### config.mk
export PLATFORM = sky130hd
export DESIGN_NAME = dac_sif_sequencer_flat
export DESIGN_NICKNAME = d
export VERILOG_FILES = /design/src/rtl/dac_sif_pkg.sv /design/src/rtl/dac_sif_sequencer_if.sv /design/src/rtl/dac_sif_arb2.sv /design/src/rtl/dac_sif_sequencer.sv /design/src/flat_wrapper.sv
export SDC_FILE = /design/constraint.sdc
export NUM_CORES = 1
export LEC_CHECK = 0
export CORE_ASPECT_RATIO = 1.75
export CORE_MARGIN = 4
export CORE_UTILIZATION = 53
export DETAILED_ROUTE_END_ITERATION = 8
export HOLD_SLACK_MARGIN = 0.05
export PLACE_DENSITY_LB_ADDON = 0.1
export SETUP_SLACK_MARGIN = 0.4
export SYNTH_ARGS = -nofsm -noshare
export SYNTH_HDL_FRONTEND = slang
export SYNTH_HIERARCHICAL = 1
export SYNTH_SLANG_ARGS = --single-unit
### constraint.sdc
create_clock -name clk -period 2.8 [get_ports clk]
set_clock_uncertainty 0.15 [all_clocks]
set_input_delay 0.28 -clock clk [delete_from_list [all_inputs] [get_ports clk]]
set_output_delay 0.28 -clock clk [all_outputs]
set_load 0.01 [all_outputs]
### src/rtl/dac_sif_pkg.sv
// Shared types, sizes and the frame-pack helper for the DAC serial-interface sequencer.
package dac_sif_pkg;

    localparam int unsigned DAC_SIF_ADDR_BITS  = 7;
    localparam int unsigned DAC_SIF_DATA_BITS  = 16;
    localparam int unsigned DAC_SIF_FRAME_BITS = 24;

    typedef enum logic [2:0] {
        RST_HOLD,
        RST_WAIT,
        IDLE,
        SHIFT,
        GAP
    } dac_sif_state_t;

    // Write frame: R/W bit (0 = write), then address, then data, MSB first on the wire.
    function automatic logic [DAC_SIF_FRAME_BITS-1:0] pack_write(
        input logic [DAC_SIF_ADDR_BITS-1:0] addr,
        input logic [DAC_SIF_DATA_BITS-1:0] data
    );
        return {1'b0, addr, data};
    endfunction

endpackage

### src/rtl/dac_sif_sequencer_if.sv
// One register-write requester port: valid/ready handshake carrying address and data.
interface dac_sif_sequencer_if;
    import dac_sif_pkg::*;

    logic [DAC_SIF_ADDR_BITS-1:0] addr;
    logic [DAC_SIF_DATA_BITS-1:0] data;
    logic                         valid;
    logic                         ready;

    modport master (output addr, data, valid, input ready);
    modport slave  (input addr, data, valid, output ready);

endinterface

### src/rtl/dac_sif_arb2.sv
// Two-port round-robin grant: a tie goes to the port that was not served last.
module dac_sif_arb2 (
    input  logic [1:0] valid,
    input  logic       last_served,
    input  logic       idle,
    output logic [1:0] ready,
    output logic       grant
);

    // Pick the requester: the lone valid port, or on a tie the one not served last.
    always_comb begin
        grant = 1'b0;
        if (valid == 2'b11) begin
            grant = ~last_served;
        end else if (valid[1]) begin
            grant = 1'b1;
        end
    end

    // Only the granted, valid port sees ready, and only while the sequencer is idle.
    generate
        for (genvar gi = 0; gi < 2; gi++) begin : g_ready
            assign ready[gi] = idle && valid[gi] && (grant == (gi != 0));
        end
    endgenerate

endmodule

### src/rtl/dac_sif_sequencer.sv
// DAC serial-interface sequencer: DAC reset sequencing after power-up, then arbitrated
// 24-bit register-write frames shifted out on SDIO/SDENN/SCLK.
module dac_sif_sequencer
    import dac_sif_pkg::*;
#(
    parameter int unsigned CLK_DIV      = 4,
    parameter int unsigned RESET_CYCLES = 64,
    parameter int unsigned GAP_CYCLES   = 8
) (
    input  logic               clk,
    input  logic               rstn,
    dac_sif_sequencer_if.slave a,
    dac_sif_sequencer_if.slave b,
    output logic               busy,
    output logic               init_done,
    output logic               DAC_CTRL_SDIO,
    output logic               DAC_CTRL_SDENN,
    output logic               DAC_CTRL_SCLK,
    output logic               DAC_CTRL_RESETN
);

    dac_sif_state_t                state_reg;
    dac_sif_state_t                state_next;
    logic [15:0]                   cnt_reg;
    logic [4:0]                    bit_cnt_reg;
    logic [DAC_SIF_FRAME_BITS-1:0] shift_reg;
    logic                          last_served_reg;
    logic                          sdio_reg;
    logic                          sdenn_reg;
    logic                          sclk_reg;
    logic                          resetn_reg;
    logic                          init_done_reg;

    logic [1:0] valid;
    logic [1:0] ready;
    logic       grant;
    logic       accept;
    logic       hold_done;
    logic       div_done;
    logic       gap_done;
    logic       last_fall;

    assign valid = {b.valid, a.valid};

    dac_sif_arb2 u_arb (
        .valid       (valid),
        .last_served (last_served_reg),
        .idle        (state_reg == IDLE),
        .ready       (ready),
        .grant       (grant)
    );

    assign a.ready = ready[0];
    assign b.ready = ready[1];
    assign accept  = |(valid & ready);

    // One shared counter times the reset phases, the SCLK half-periods and the gap.
    assign hold_done = (cnt_reg == 16'(RESET_CYCLES - 1));
    assign div_done  = (cnt_reg == 16'(CLK_DIV - 1));
    assign gap_done  = (cnt_reg == 16'(GAP_CYCLES - 1));
    // SDENN still high inside SHIFT marks the single set-up cycle before the first bit.
    assign last_fall = !sdenn_reg && div_done && sclk_reg
                       && (bit_cnt_reg == 5'(DAC_SIF_FRAME_BITS - 1));

    assign busy            = (state_reg != IDLE);
    assign init_done       = init_done_reg;
    assign DAC_CTRL_SDIO   = sdio_reg;
    assign DAC_CTRL_SDENN  = sdenn_reg;
    assign DAC_CTRL_SCLK   = sclk_reg;
    assign DAC_CTRL_RESETN = resetn_reg;

    // State register.
    always_ff @(posedge clk or negedge rstn) begin
        if (!rstn) begin
            state_reg <= RST_HOLD;
        end else begin
            state_reg <= state_next;
        end
    end

    // Next-state decode.
    always_comb begin
        state_next = state_reg;
        case (state_reg)
            RST_HOLD: if (hold_done) state_next = RST_WAIT;
            RST_WAIT: if (hold_done) state_next = IDLE;
            IDLE:     if (accept)    state_next = SHIFT;
            SHIFT:    if (last_fall) state_next = GAP;
            GAP:      if (gap_done)  state_next = IDLE;
            default:                 state_next = RST_HOLD;
        endcase
    end

    // Counters, frame shifter and registered DAC pins; pins lag the state by one cycle.
    always_ff @(posedge clk or negedge rstn) begin
        if (!rstn) begin
            cnt_reg         <= '0;
            bit_cnt_reg     <= '0;
            shift_reg       <= '0;
            last_served_reg <= 1'b1;
            sdio_reg        <= 1'b0;
            sdenn_reg       <= 1'b1;
            sclk_reg        <= 1'b0;
            resetn_reg      <= 1'b0;
            init_done_reg   <= 1'b0;
        end else begin
            case (state_reg)
                RST_HOLD: begin
                    if (hold_done) begin
                        cnt_reg    <= '0;
                        resetn_reg <= 1'b1;
                    end else begin
                        cnt_reg <= cnt_reg + 16'd1;
                    end
                end
                RST_WAIT: begin
                    if (hold_done) begin
                        cnt_reg       <= '0;
                        init_done_reg <= 1'b1;
                    end else begin
                        cnt_reg <= cnt_reg + 16'd1;
                    end
                end
                IDLE: begin
                    if (accept) begin
                        shift_reg       <= grant ? pack_write(b.addr, b.data)
                                                 : pack_write(a.addr, a.data);
                        last_served_reg <= grant;
                        cnt_reg         <= '0;
                        bit_cnt_reg     <= '0;
                    end
                end
                SHIFT: begin
                    if (sdenn_reg) begin
                        sdenn_reg <= 1'b0;
                        sdio_reg  <= shift_reg[DAC_SIF_FRAME_BITS-1];
                        cnt_reg   <= '0;
                    end else if (div_done) begin
                        cnt_reg  <= '0;
                        sclk_reg <= ~sclk_reg;
                        // SDIO only moves on SCLK falling edges.
                        if (sclk_reg) begin
                            if (last_fall) begin
                                sdenn_reg <= 1'b1;
                                sdio_reg  <= 1'b0;
                            end else begin
                                sdio_reg    <= shift_reg[DAC_SIF_FRAME_BITS-2];
                                shift_reg   <= {shift_reg[DAC_SIF_FRAME_BITS-2:0], 1'b0};
                                bit_cnt_reg <= bit_cnt_reg + 5'd1;
                            end
                        end
                    end else begin
                        cnt_reg <= cnt_reg + 16'd1;
                    end
                end
                GAP: begin
                    if (gap_done) begin
                        cnt_reg <= '0;
                    end else begin
                        cnt_reg <= cnt_reg + 16'd1;
                    end
                end
                default: ;
            endcase
        end
    end

endmodule

### src/flat_wrapper.sv
// flat-port wrapper written by rule: the top's interface ports become plain ports
module dac_sif_sequencer_flat import dac_sif_pkg::*;
#(
    parameter int unsigned CLK_DIV      = 4,
    parameter int unsigned RESET_CYCLES = 64,
    parameter int unsigned GAP_CYCLES   = 8
)
  (clk, rstn, busy, init_done, DAC_CTRL_SDIO, DAC_CTRL_SDENN, DAC_CTRL_SCLK, DAC_CTRL_RESETN, a_addr, a_data, a_valid, a_ready, b_addr, b_data, b_valid, b_ready);
  dac_sif_sequencer_if a_i ();
  dac_sif_sequencer_if b_i ();
  input  logic clk;
  input  logic rstn;
  output logic busy;
  output logic init_done;
  output logic DAC_CTRL_SDIO;
  output logic DAC_CTRL_SDENN;
  output logic DAC_CTRL_SCLK;
  output logic DAC_CTRL_RESETN;
  input wire logic [$bits(a_i.addr)-1:0] a_addr;
  input wire logic [$bits(a_i.data)-1:0] a_data;
  input wire logic [$bits(a_i.valid)-1:0] a_valid;
  output wire logic [$bits(a_i.ready)-1:0] a_ready;
  input wire logic [$bits(b_i.addr)-1:0] b_addr;
  input wire logic [$bits(b_i.data)-1:0] b_data;
  input wire logic [$bits(b_i.valid)-1:0] b_valid;
  output wire logic [$bits(b_i.ready)-1:0] b_ready;
  assign a_i.addr = a_addr;
  assign a_i.data = a_data;
  assign a_i.valid = a_valid;
  assign a_ready = a_i.ready;
  assign b_i.addr = b_addr;
  assign b_i.data = b_data;
  assign b_i.valid = b_valid;
  assign b_ready = b_i.ready;
  dac_sif_sequencer #(.CLK_DIV(CLK_DIV), .RESET_CYCLES(RESET_CYCLES), .GAP_CYCLES(GAP_CYCLES)) u_core (.clk(clk), .rstn(rstn), .a(a_i), .b(b_i), .busy(busy), .init_done(init_done), .DAC_CTRL_SDIO(DAC_CTRL_SDIO), .DAC_CTRL_SDENN(DAC_CTRL_SDENN), .DAC_CTRL_SCLK(DAC_CTRL_SCLK), .DAC_CTRL_RESETN(DAC_CTRL_RESETN));
endmodule
# --- After elaboration in Yosys (flattened, before gate mapping) ---
# Cells that the tools add are included.
totals:
  reg_bits: 54
  in_bits: 50
op_classes:
  addsub: 2
  eq_ne: 19
  n_mux: 35
  bitwise_logic: 5
  n_reduce_logical: 23
ops:
  columns: ["cell", "n"]
  rows:
  - ["24-bit 2-to-1 mux", 5]
  - ["16-bit 2-to-1 mux", 5]
  - ["16-bit case mux with 4 select lines", 1]
  - ["24-bit case mux with 2 select lines", 1]
  - ["5-bit 2-to-1 mux", 5]
  - ["23-bit 2-to-1 mux", 1]
  - ["16-bit by 1-bit adder with 16-bit output, second input constant", 1]
  - ["16-bit by 2-bit equality test with 1-bit output, second input constant", 1]
  - ["16-bit by 3-bit equality test with 1-bit output, second input constant", 1]
  - ["16-bit by 6-bit equality test with 1-bit output, second input constant", 1]
  - ["3-bit 2-to-1 mux", 5]
  - ["3-bit case mux with 5 select lines", 1]
  - ["2-bit by 1-bit inequality test with 1-bit output, second input constant", 7]
  - ["1-bit 2-to-1 mux", 10]
  - ["5-bit case mux with 2 select lines", 1]
  - ["2-bit AND reduction", 4]
  - ["1-bit logical AND", 7]
  - ["3-bit by 2-bit equality test with 1-bit output, second input constant", 2]
  - ["3-bit AND reduction", 2]
  - ["6-bit AND reduction", 1]
  - ["2-bit nonzero test", 3]
  - ["5-bit by 1-bit adder with 5-bit output, second input constant", 1]
  - ["5-bit equality test, second input constant", 1]
  - ["5-bit AND reduction", 1]
  - ["other kinds (11)", 16]

# --- Logic depth before layout (Yosys ltp) ---
# Gate-level depths: netlist (run 1).
logic_depth:
  ltp_word: 9
  mapped_depth: 12

# --- Cells and area by module ---
# Netlist (run 1), hierarchy kept.
by_module_without_submodules:
  columns: ["module", "instances", "cells_per_inst", "area_each_um2"]
  rows:
  - ["dac_sif_sequencer", 1, 356, 3201.8]
  - ["dac_sif_arb2", 1, 5, 30.0]

# --- Least setup slack after synthesis (run 1) ---
# OpenSTA, ideal clock, no wires.
synth_timing:
  kind: "reg-to-reg"
  start: "register u_core.state_reg[1]"
  end: "register u_core.cnt_reg[2]"
  arrival_time_ps: 2268
  required_time_ps: 2563
  path_slack_ps: 295
  path_stages_with_launch: 12
  n_path_buf: 2
  synth_period_minus_slack_ps: 2505
  cell_sequence: "dfrtp_1 > inv_1 > nor2_1 > nand2_1 > inv_1 > and2_1 > a221oi_1 > o22a_1 > clkbuf_1 > clkbuf_1 > nand2_1 > o211ai_1"
synth_via:
  elab_chain_len: 7
  word_cells_on_any_way: 16
synth_lines:
  columns: ["item", "line_no", "source"]
  rows:
  - ["start: declaration", "dac_sif_sequencer.sv:22", "dac_sif_state_t state_reg;"]
  - ["start signal: assignment", "dac_sif_sequencer.sv:77", "state_reg <= state_next;"]
  - ["3-bit by 2-bit equality test with 1-bit output", "dac_sif_sequencer.sv:48", ".idle (state_reg == IDLE),"]
  - ["1-bit logical AND (2 in a row)", "dac_sif_arb2.sv:23", "assign ready[gi] = idle && valid[gi] && (grant == (gi != 0));"]
  - ["net b_ready", "flat_wrapper.sv:26", "output wire logic [$bits(b_i.ready)-1:0] b_ready;"]
  - ["2-bit AND", "dac_sif_sequencer.sv:55", "assign accept = |(valid & ready);"]
  - ["2-bit OR reduction", "dac_sif_sequencer.sv:55", null]
  - ["2-bit by 1-bit inequality test with 1-bit output (no line)", null, null]
  - ["2-bit AND reduction (no line)", null, null]
  - ["end signal: assignment", "dac_sif_sequencer.sv:113", "cnt_reg <= cnt_reg + 16'd1;"]
  - ["end signal: assignment", "dac_sif_sequencer.sv:121", "cnt_reg <= cnt_reg + 16'd1;"]
  - ["end signal: assignment", "dac_sif_sequencer.sv:153", "cnt_reg <= cnt_reg + 16'd1;"]
  - ["end: declaration", "dac_sif_sequencer.sv:24", "logic [15:0] cnt_reg;"]
# The timed path passes the listed nets, and every way through them passes these cells.
# A chain may end at the register's enable or synchronous reset.

# --- Worst setup path in the final report (run 1) ---
layout_timing:
  start: "register u_core.cnt_reg[0]"
  end: "register u_core.cnt_reg[13]"
layout_via:
  elab_chain_len: 4
  word_cells_on_any_way: 9
layout_lines:
  columns: ["item", "line_no", "source"]
  rows:
  - ["16-bit by 1-bit adder with 16-bit output or 16-bit by 2-bit equality test with 1-bit output (tied branches)", null, null]
  - ["16-bit 2-to-1 mux", "dac_sif_sequencer.sv:138", "end else if (div_done) begin"]
  - ["16-bit 2-to-1 mux", "dac_sif_sequencer.sv:134", "if (sdenn_reg) begin"]
  - ["16-bit case mux with 4 select lines (*)", "dac_sif_sequencer.sv:107", "case (state_reg)"]
# Every way passes the cells marked *; elsewhere a longest branch is shown, timed or not.

==> results of run 1 <==
## power by group through the flow
stage | logic, mW | clock network (mW) | registers [mW]
after CTS | 0.145 | 0.441 | 0.779
after global routing | 0.159 | 0.475 | 0.780
after detailed placement | 0.144 | 0 | 0.795
after floorplan | 0.0477 | 0 | 0.795
after global placement | 0.142 | 0 | 0.795
final | 0.145 | 0.430 | 0.779
## what timing repair did
| action | 4_1_cts | 5_1_grt |
|---|---|---|
| hold buffers | 1 | 0 |
| pin swaps | 3 | 18 |
| setup buffers | 11 | 12 |
| resized for setup | 8 | 26 |
| endpoints found under the hold margin | 52 | 0 |
| gates cloned | 2 | 1 |
| endpoints found under the setup margin | 37 | 48 |
## how the worst max path moves through the flow
stage,endpoint,slack (ns)
floorplan,u_core/cnt_reg[7]$_DFFE_PN0P_,0.47
global placement,u_core/cnt_reg[5]$_DFFE_PN0P_,0.29
detailed placement,u_core/cnt_reg[13]$_DFFE_PN0P_,0.22
CTS,u_core/state_reg[0]$_DFFE_PN0P_,0.39
global route,u_core/cnt_reg[13]$_DFFE_PN0P_,0.33
finish,u_core/cnt_reg[13]$_DFFE_PN0P_,0.41
## cell type report
class | instances | area, µm² | share of cell area (%)
clock buffers | 7 | 76.3 | 1.72
clock inverters | 1 | 7.51 | 0.169
inverters | 5 | 18.8 | 0.424
multi-input cells | 284 | 1880 | 42.4
flip-flops and latches | 54 | 1360 | 30.6
well taps | 78 | 97.6 | 2.20
repair buffers | 98 | 992 | 22.4
## cells by family after synthesis
kind of cell | share of synthesized area [%]
compound gates | 20.4
xor+xnor | 1.35
fa+ha+maj | 0.774
buf+inv | 4.26
flops | 41.9
mux | 7.78
simple gates | 23.6
## worst max-delay path, delay by kind of cell (launching register included)
family                   cells  cell delay [ns]
AO/OA/AOI/OAI                2             0.33
adder cells (fa/ha/maj)      1             0.20
buffers and inverters        1             0.17
flip-flops                   1             0.44
AND/OR/NAND/NOR              3             1.00
## layout by cell type (no fill, tap or decap), types with 3 or more instances in the layout
master and n:
sky130_fd_sc_hd__a31oi_4 3, sky130_fd_sc_hd__nand3_1 10, sky130_fd_sc_hd__nor3_1 7, sky130_fd_sc_hd__buf_6 3, sky130_fd_sc_hd__nor2_1 6, sky130_fd_sc_hd__or3_1 5, sky130_fd_sc_hd__nand2_1 76, sky130_fd_sc_hd__nor4_1 3
sky130_fd_sc_hd__nand2_2 5, sky130_fd_sc_hd__or2_2 7, sky130_fd_sc_hd__buf_4 30, sky130_fd_sc_hd__nand2b_1 4, sky130_fd_sc_hd__o21ai_0 32, sky130_fd_sc_hd__mux2i_1 24, sky130_fd_sc_hd__clkdlybuf4s50_1 56, sky130_fd_sc_hd__buf_12 5
sky130_fd_sc_hd__o211ai_1 17, sky130_fd_sc_hd__o21ai_1 24, sky130_fd_sc_hd__dfrtp_2 3, sky130_fd_sc_hd__or4_4 3, sky130_fd_sc_hd__xnor2_1 5, sky130_fd_sc_hd__o21ai_2 6, sky130_fd_sc_hd__dfrtp_1 49, sky130_fd_sc_hd__nor2b_1 3
sky130_fd_sc_hd__inv_1 5, sky130_fd_sc_hd__a21oi_1 5, sky130_fd_sc_hd__clkbuf_8 5
## through the flow
| step | utilization (%) | hold slack [ns] | worst slack (ns) | std cells |
|---|---|---|---|---|
| detailed placement | 66.8 | 0.151 | 0.217 | 492 |
| global route | 74.8 | 0.346 | 0.332 | 527 |
| floorplan | - | -0.166 | 0.469 | 361 |
| global placement | 66.8 | 0.147 | 0.291 | 492 |
| CTS | 71.2 | 0.339 | 0.395 | 514 |
| finish | 74.8 | 0.327 | 0.409 | 527 |
## metal layers
| layer | track usage, % | wire length (µm) | vias to the layer above |
|---|---|---|---|
| li1 | - | - | 1472 |
| met1 | 24.7 | 3040 | 1428 |
| met2 | 44.2 | 4850 | 72 |
| met3 | 3.25 | 244 | 29 |
| met4 | 11.5 | 450 | 0 |
| met5 | 0 | 0 | - |
==> impl_metrics.xml, run 1 <==
<?xml version="1.0" encoding="UTF-8"?>
<metrics>
  <group name="status">
    <metric name="outcome" unit="">finished, final reports clean</metric>
  </group>
  <group name="synthesis">
    <metric name="synth_top_cells_by_area" unit="">sky130_fd_sc_hd__dfrtp_1 (40%), sky130_fd_sc_hd__nand2_1 (9.6%), sky130_fd_sc_hd__mux2i_1 (7.4%), sky130_fd_sc_hd__o21ai_0 (5.6%), sky130_fd_sc_hd__o211ai_1 (3.9%)</metric>
    <metric name="syn-instance-count" unit="">361</metric>
    <metric name="synth.top_cells.by_count" unit="">sky130_fd_sc_hd__nand2_1 (83), sky130_fd_sc_hd__dfrtp_1 (52), sky130_fd_sc_hd__o21ai_0 (36)</metric>
    <metric name="synth_top_cell_area_share" unit="%">40.3</metric>
    <metric name="synth.avg_cell_area" unit="µm²">8.95</metric>
    <metric name="synth_area" unit="mm²">0.00323</metric>
    <metric name="synth_edf_count" unit="">0</metric>
    <metric name="synth_fp_nets" unit="">413</metric>
    <metric name="yosys.cell_count.top_type" unit="">sky130_fd_sc_hd__nand2_1</metric>
    <metric name="ys_seq_elements" unit="">54</metric>
    <metric name="synth_flop_cell" unit="">sky130_fd_sc_hd__dfrtp_1</metric>
    <metric name="sequential_fraction_of_the_synthesis_area" unit="%">41.9</metric>
    <metric name="synth.largest_area_cell" unit="">sky130_fd_sc_hd__dfrtp_1</metric>
    <metric name="async_reset_ff_share" unit="%">100</metric>
    <metric name="yosys_warnings" unit="">6</metric>
    <metric name="ys_types" unit="">54</metric>
  </group>
  <group name="grt">
    <metric name="maximum_number_of_pins_on_one_net_before_global_route_repair" unit="">55</metric>
    <metric name="gr-usage-all-layers" unit="%">23.7</metric>
    <metric name="global_route_wire_length_before_repair" unit="mm">13.8</metric>
    <metric name="globalRoute.totalOverflow" unit="">0</metric>
    <metric name="number_of_antenna_violations_at_the_first_check_in_global_routing" unit="">0</metric>
    <metric name="grt_pass1_vias" unit="">2956</metric>
  </group>
  <group name="drt">
    <metric name="routed_wirelength" unit="mm">8.58</metric>
    <metric name="via_per_inst" unit="">5.69</metric>
    <metric name="remaining_drc_errors" unit="">0</metric>
    <metric name="dr.pass1.iters" unit="">4</metric>
    <metric name="vias" unit="">3001</metric>
    <metric name="wl_per_cell" unit="µm">16.3</metric>
    <metric name="first_drt_iteration_drcs" unit="">173</metric>
    <metric name="final_antenna_net_count" unit="">0</metric>
  </group>
  <group name="critical_path">
    <metric name="worst-r2r-cell-count" unit="">7</metric>
    <metric name="cp-start-kind" unit="">register</metric>
    <metric name="setup.worst_path.start" unit="">u_core/cnt_reg[0]$_DFFE_PN0P_</metric>
    <metric name="cp_max_fo" unit="">9</metric>
    <metric name="slowest_stage" unit="">sky130_fd_sc_hd__or4bb_4</metric>
    <metric name="cp_data_arrival_time" unit="ns">2.43</metric>
    <metric name="endpoint_of_the_worst_register_to_register_path" unit="">u_core/cnt_reg[13]$_DFFE_PN0P_</metric>
    <metric name="r2r_slack" unit="ns">0.41</metric>
    <metric name="timing.critical_path.slowest_cell_delay" unit="ns">0.48</metric>
    <metric name="timing_worst_setup_path_type" unit="">register to register</metric>
    <metric name="path_cells" unit="">ha_4, or4bb_4, nor4b_4, o22ai_4, buf_12, nor2_4, o211ai_1</metric>
    <metric name="worstPathRequired" unit="ns">2.84</metric>
    <metric name="critical_path.endpoint_type" unit="">register</metric>
    <metric name="rr_startpoint" unit="">u_core/cnt_reg[0]$_DFFE_PN0P_</metric>
  </group>
  <group name="sta">
    <metric name="setup_viol" unit="">0</metric>
    <metric name="setup_repair_after_global_routing_missed_its_margin" unit="">yes</metric>
    <metric name="timing_hold_violations_final" unit="">0</metric>
    <metric name="layout_min_cycle_time" unit="ns">2.39</metric>
    <metric name="worst_pin_slew" unit="ns">0.552</metric>
    <metric name="drv_slew" unit="">0</metric>
    <metric name="fmax" unit="MHz">418</metric>
    <metric name="setup_tns" unit="ns">0</metric>
    <metric name="timing.final.crit_share" unit="%">85.4</metric>
    <metric name="timing.slew.headroom" unit="%">62.8</metric>
  </group>
  <group name="placed_design">
    <metric name="io_buffer_count" unit="">57</metric>
    <metric name="dpl-instance-area" unit="mm²">0.00396</metric>
    <metric name="hpwl_after_detailed_placement" unit="mm">5.73</metric>
    <metric name="place_congestion" unit="">0.852</metric>
  </group>
  <group name="power_and_ir_drop">
    <metric name="powerDensity" unit="mW/mm²">306</metric>
    <metric name="power.combinational.fraction" unit="%">10.7</metric>
    <metric name="p_sw" unit="µW">308</metric>
    <metric name="power_leakage" unit="nW">1.87</metric>
    <metric name="internal-power" unit="mW">1.05</metric>
    <metric name="switching_share" unit="%">22.8</metric>
    <metric name="report.power.total" unit="mW">1.35</metric>
    <metric name="irDropWorstVdd" unit="mV">0.273</metric>
    <metric name="power.clock.fraction" unit="%">31.8</metric>
    <metric name="seq_power_share" unit="%">57.5</metric>
  </group>
  <group name="final_layout">
    <metric name="fillcell_total" unit="">478</metric>
    <metric name="fin_area" unit="mm²">0.00443</metric>
    <metric name="post_route_cells_drive_above_1_share" unit="%">21.6</metric>
    <metric name="largest_register_ff_count" unit="">24</metric>
    <metric name="antenna_cells_inserted" unit="">0</metric>
    <metric name="area_growth" unit="%">37.1</metric>
    <metric name="final_nets" unit="">500</metric>
  </group>
  <group name="clock_network">
    <metric name="numClockSinks" unit="">54</metric>
    <metric name="clock_insertion_delay_at_the_later_pin_of_the_skew_report" unit="ns">0.31</metric>
    <metric name="htreeDepth" unit="">2</metric>
    <metric name="clock_buffers_created_by_tritoncts" unit="">5</metric>
    <metric name="tritoncts" unit="">done</metric>
    <metric name="number_of_buffers_on_the_longest_clock_path" unit="">2</metric>
    <metric name="cts.root.buffer_cell" unit="">sky130_fd_sc_hd__clkbuf_8</metric>
    <metric name="clk_transition_reported_paths" unit="ns">0.10</metric>
  </group>
  <group name="floorplan">
    <metric name="starting_utilization_of_the_core_area" unit="%">54.5</metric>
    <metric name="num_rows" unit="">37</metric>
    <metric name="io_pins" unit="">58</metric>
    <metric name="core_region_area" unit="mm²">0.00593</metric>
    <metric name="die-width" unit="µm">67.0</metric>
    <metric name="dieHeight" unit="µm">111</metric>
    <metric name="fp.dieArea" unit="mm²">0.00746</metric>
  </group>
  <group name="min_path">
    <metric name="hp-class" unit="">input pin to asynchronous set/reset pin</metric>
  </group>
  <group name="run">
    <metric name="maxCapViolations" unit="">0</metric>
  </group>
</metrics>
Note: power is estimated with default switching activity, not from simulation.
==> inputs of run 2 (changes only) <==
--- a/config.mk
+++ b/config.mk
@@ -5,9 +5,11 @@
 export SDC_FILE = /design/constraint.sdc
 export NUM_CORES = 1
 export LEC_CHECK = 0
+export CAP_MARGIN = 20
 export CORE_ASPECT_RATIO = 1.75
 export CORE_MARGIN = 4
-export CORE_UTILIZATION = 53
+export CORE_UTILIZATION = 55
+export CTS_BUF_LIST = sky130_fd_sc_hd__clkbuf_2 sky130_fd_sc_hd__clkbuf_4 sky130_fd_sc_hd__clkbuf_8
 export DETAILED_ROUTE_END_ITERATION = 8
 export HOLD_SLACK_MARGIN = 0.05
 export PLACE_DENSITY_LB_ADDON = 0.1
==> impl_metrics.xml, run 2 (synthesis results as in run 1) <==
<?xml version="1.0" encoding="UTF-8"?>
<metrics>
  <group name="grt">
    <metric name="number_of_antenna_violations_at_the_first_check_in_global_routing" unit="">0</metric>
    <metric name="gr-usage-all-layers" unit="%">23.0</metric>
    <metric name="global_route_wire_length_before_repair" unit="mm">13.0</metric>
    <metric name="maximum_number_of_pins_on_one_net_before_global_route_repair" unit="">53</metric>
    <metric name="grt_pass1_vias" unit="">2831</metric>
    <metric name="globalRoute.totalOverflow" unit="">0</metric>
  </group>
  <group name="final_layout">
    <metric name="final_common_cell" unit="">sky130_fd_sc_hd__nand2_1</metric>
    <metric name="area_growth" unit="%">31.7</metric>
    <metric name="final_cell_mix" unit="">sky130_fd_sc_hd__nand2_1 (83), sky130_fd_sc_hd__clkdlybuf4s50_1 (54), sky130_fd_sc_hd__dfrtp_1 (48)</metric>
    <metric name="utilization" unit="%">75.6</metric>
    <metric name="post_route_cells_drive_above_1_share" unit="%">19.0</metric>
    <metric name="antenna_cells_inserted" unit="">0</metric>
    <metric name="fillcell_total" unit="">411</metric>
    <metric name="largest_register_ff_count" unit="">24</metric>
    <metric name="final_nets" unit="">492</metric>
  </group>
  <group name="sta">
    <metric name="worst_pin_slew" unit="ns">0.452</metric>
    <metric name="setup_viol" unit="">0</metric>
    <metric name="drv_slew" unit="">0</metric>
    <metric name="setup_tns" unit="ns">0</metric>
    <metric name="setup_repair_after_global_routing_missed_its_margin" unit="">yes</metric>
    <metric name="timing_hold_violations_final" unit="">0</metric>
    <metric name="layout_min_cycle_time" unit="ns">2.47</metric>
    <metric name="timing.final.crit_share" unit="%">88.1</metric>
    <metric name="fmax" unit="MHz">406</metric>
    <metric name="timing.slew.headroom" unit="%">69.9</metric>
  </group>
  <group name="power_and_ir_drop">
    <metric name="power_leakage" unit="nW">1.80</metric>
    <metric name="report.power.total" unit="mW">1.38</metric>
    <metric name="powerDensity" unit="mW/mm²">325</metric>
    <metric name="irDropWorstVdd" unit="mV">0.332</metric>
  </group>
  <group name="min_path">
    <metric name="hp-class" unit="">input pin to asynchronous set/reset pin</metric>
  </group>
  <group name="status">
    <metric name="outcome" unit="">finished, final reports clean</metric>
  </group>
  <group name="run">
    <metric name="maxCapViolations" unit="">0</metric>
  </group>
  <group name="clock_network">
    <metric name="htreeDepth" unit="">2</metric>
    <metric name="clock_insertion_delay_at_the_later_pin_of_the_skew_report" unit="ns">0.32</metric>
    <metric name="clk_transition_reported_paths" unit="ns">0.11</metric>
    <metric name="numClockSinks" unit="">54</metric>
    <metric name="cts.root.buffer_cell" unit="">sky130_fd_sc_hd__clkbuf_8</metric>
    <metric name="number_of_buffers_on_the_longest_clock_path" unit="">2</metric>
    <metric name="tritoncts" unit="">done</metric>
    <metric name="clock_buffers_created_by_tritoncts" unit="">5</metric>
  </group>
  <group name="placed_design">
    <metric name="io_buffer_count" unit="">57</metric>
    <metric name="hpwl_after_detailed_placement" unit="mm">5.59</metric>
    <metric name="place_congestion" unit="">0.856</metric>
  </group>
  <group name="floorplan">
    <metric name="io_pins" unit="">58</metric>
    <metric name="num_rows" unit="">36</metric>
    <metric name="core_region_area" unit="mm²">0.00563</metric>
    <metric name="dieHeight" unit="µm">109</metric>
    <metric name="die-width" unit="µm">65.9</metric>
    <metric name="fp.dieArea" unit="mm²">0.00721</metric>
    <metric name="starting_utilization_of_the_core_area" unit="%">57.4</metric>
  </group>
  <group name="critical_path">
    <metric name="timing_worst_setup_path_type" unit="">register to register</metric>
    <metric name="cp_max_fo" unit="">5</metric>
    <metric name="critical_path.endpoint_type" unit="">register</metric>
    <metric name="worst-r2r-cell-count" unit="">7</metric>
    <metric name="worstPathRequired" unit="ns">2.86</metric>
    <metric name="cp_data_arrival_time" unit="ns">2.52</metric>
    <metric name="cp-start-kind" unit="">register</metric>
  </group>
  <group name="drt">
    <metric name="dr.pass1.iters" unit="">4</metric>
    <metric name="final_antenna_net_count" unit="">0</metric>
    <metric name="routed_wirelength" unit="mm">7.86</metric>
    <metric name="wl_per_cell" unit="µm">15.2</metric>
    <metric name="via_per_inst" unit="">5.74</metric>
    <metric name="remaining_drc_errors" unit="">0</metric>
    <metric name="first_drt_iteration_drcs" unit="">185</metric>
    <metric name="vias" unit="">2968</metric>
  </group>
</metrics>
## run 2: area by class of cell
cell class	instances	area [µm²]	area share, %
Clock buffer	5	68.8	1.62
Clock inverter	3	25.0	0.588
Inverter	5	18.8	0.441
Multi-Input combinational cell	283	1840	43.2
Sequential cell	54	1360	31.9
Tap cell	76	95.1	2.23
Timing Repair Buffer	91	852	20.0
## run 2: worst paths after layout
path                                                       start                           endpoint  slack [ns]
worst min-delay path                                        rstn   u_core/shift_reg[14]$_DFFE_PN0P_        0.31
worst max-delay path              u_core/cnt_reg[11]$_DFFE_PN0P_    u_core/state_reg[0]$_DFFE_PN0P_        0.33
max in group asynchronous                                   rstn  u_core/DAC_CTRL_SDENN$_DFFE_PN1P_        1.77
worst min register to register  u_core/shift_reg[11]$_DFFE_PN0P_   u_core/shift_reg[11]$_DFFE_PN0P_        0.33
worst max register to register    u_core/cnt_reg[11]$_DFFE_PN0P_    u_core/state_reg[0]$_DFFE_PN0P_        0.33
min in group clk                u_core/shift_reg[11]$_DFFE_PN0P_   u_core/shift_reg[11]$_DFFE_PN0P_        0.33
## run 2: layer usage
layer	wire, µm	global-route usage [%]	vias to the layer above
li1	-	-	1448
met1	2960	25.0	1419
met2	4400	44.0	87
met3	312	3.58	14
met4	193	8.14	0
met5	0	0	-
## run 2: report_power, final
group          internal (mW)  switching [mW]
Clock                  0.181           0.283
Combinational         0.0878          0.0535
Sequential             0.779               0
## run 2: metrics by stage
| stage | hold WS (ns) | setup WS [ns] | instances | area (µm²) |
|---|---|---|---|---|
| global placement | 0.126 | 0.296 | 492 | 3960 |
| finish | 0.306 | 0.334 | 517 | 4260 |
| detailed placement | 0.129 | 0.285 | 492 | 3960 |
| floorplan | -0.166 | 0.469 | 361 | 3260 |
| global route | 0.323 | 0.256 | 517 | 4260 |
| CTS | 0.316 | 0.397 | 509 | 4140 |
## run 2: repair_timing
action	in CTS	in global routing
hold endpoints to repair	52	0
hold buffers	1	0
pin swaps	4	6
buffers inserted	8	8
setup endpoints to repair	18	47
gates resized for setup	6	17
## run 2: worst max-delay path: stages, from the launching register on
cell                        delay, ns
sky130_fd_sc_hd__dfrtp_2         0.45
sky130_fd_sc_hd__or4_4           0.59
sky130_fd_sc_hd__buf_6           0.15
sky130_fd_sc_hd__nor4_4          0.34
sky130_fd_sc_hd__buf_4           0.21
sky130_fd_sc_hd__nand4bb_1       0.17
sky130_fd_sc_hd__a22oi_1         0.23
sky130_fd_sc_hd__nor2_1          0.07
==> inputs of run 3 (changes only) <==
--- a/config.mk
+++ b/config.mk
@@ -11,7 +11,6 @@
 export CORE_UTILIZATION = 55
 export CTS_BUF_LIST = sky130_fd_sc_hd__clkbuf_2 sky130_fd_sc_hd__clkbuf_4 sky130_fd_sc_hd__clkbuf_8
 export DETAILED_ROUTE_END_ITERATION = 8
-export HOLD_SLACK_MARGIN = 0.05
 export PLACE_DENSITY_LB_ADDON = 0.1
 export SETUP_SLACK_MARGIN = 0.4
 export SYNTH_ARGS = -nofsm -noshare
==> results of run 3 <==
Same layout as run 2: the final DEF is identical, and so are final timing and power.
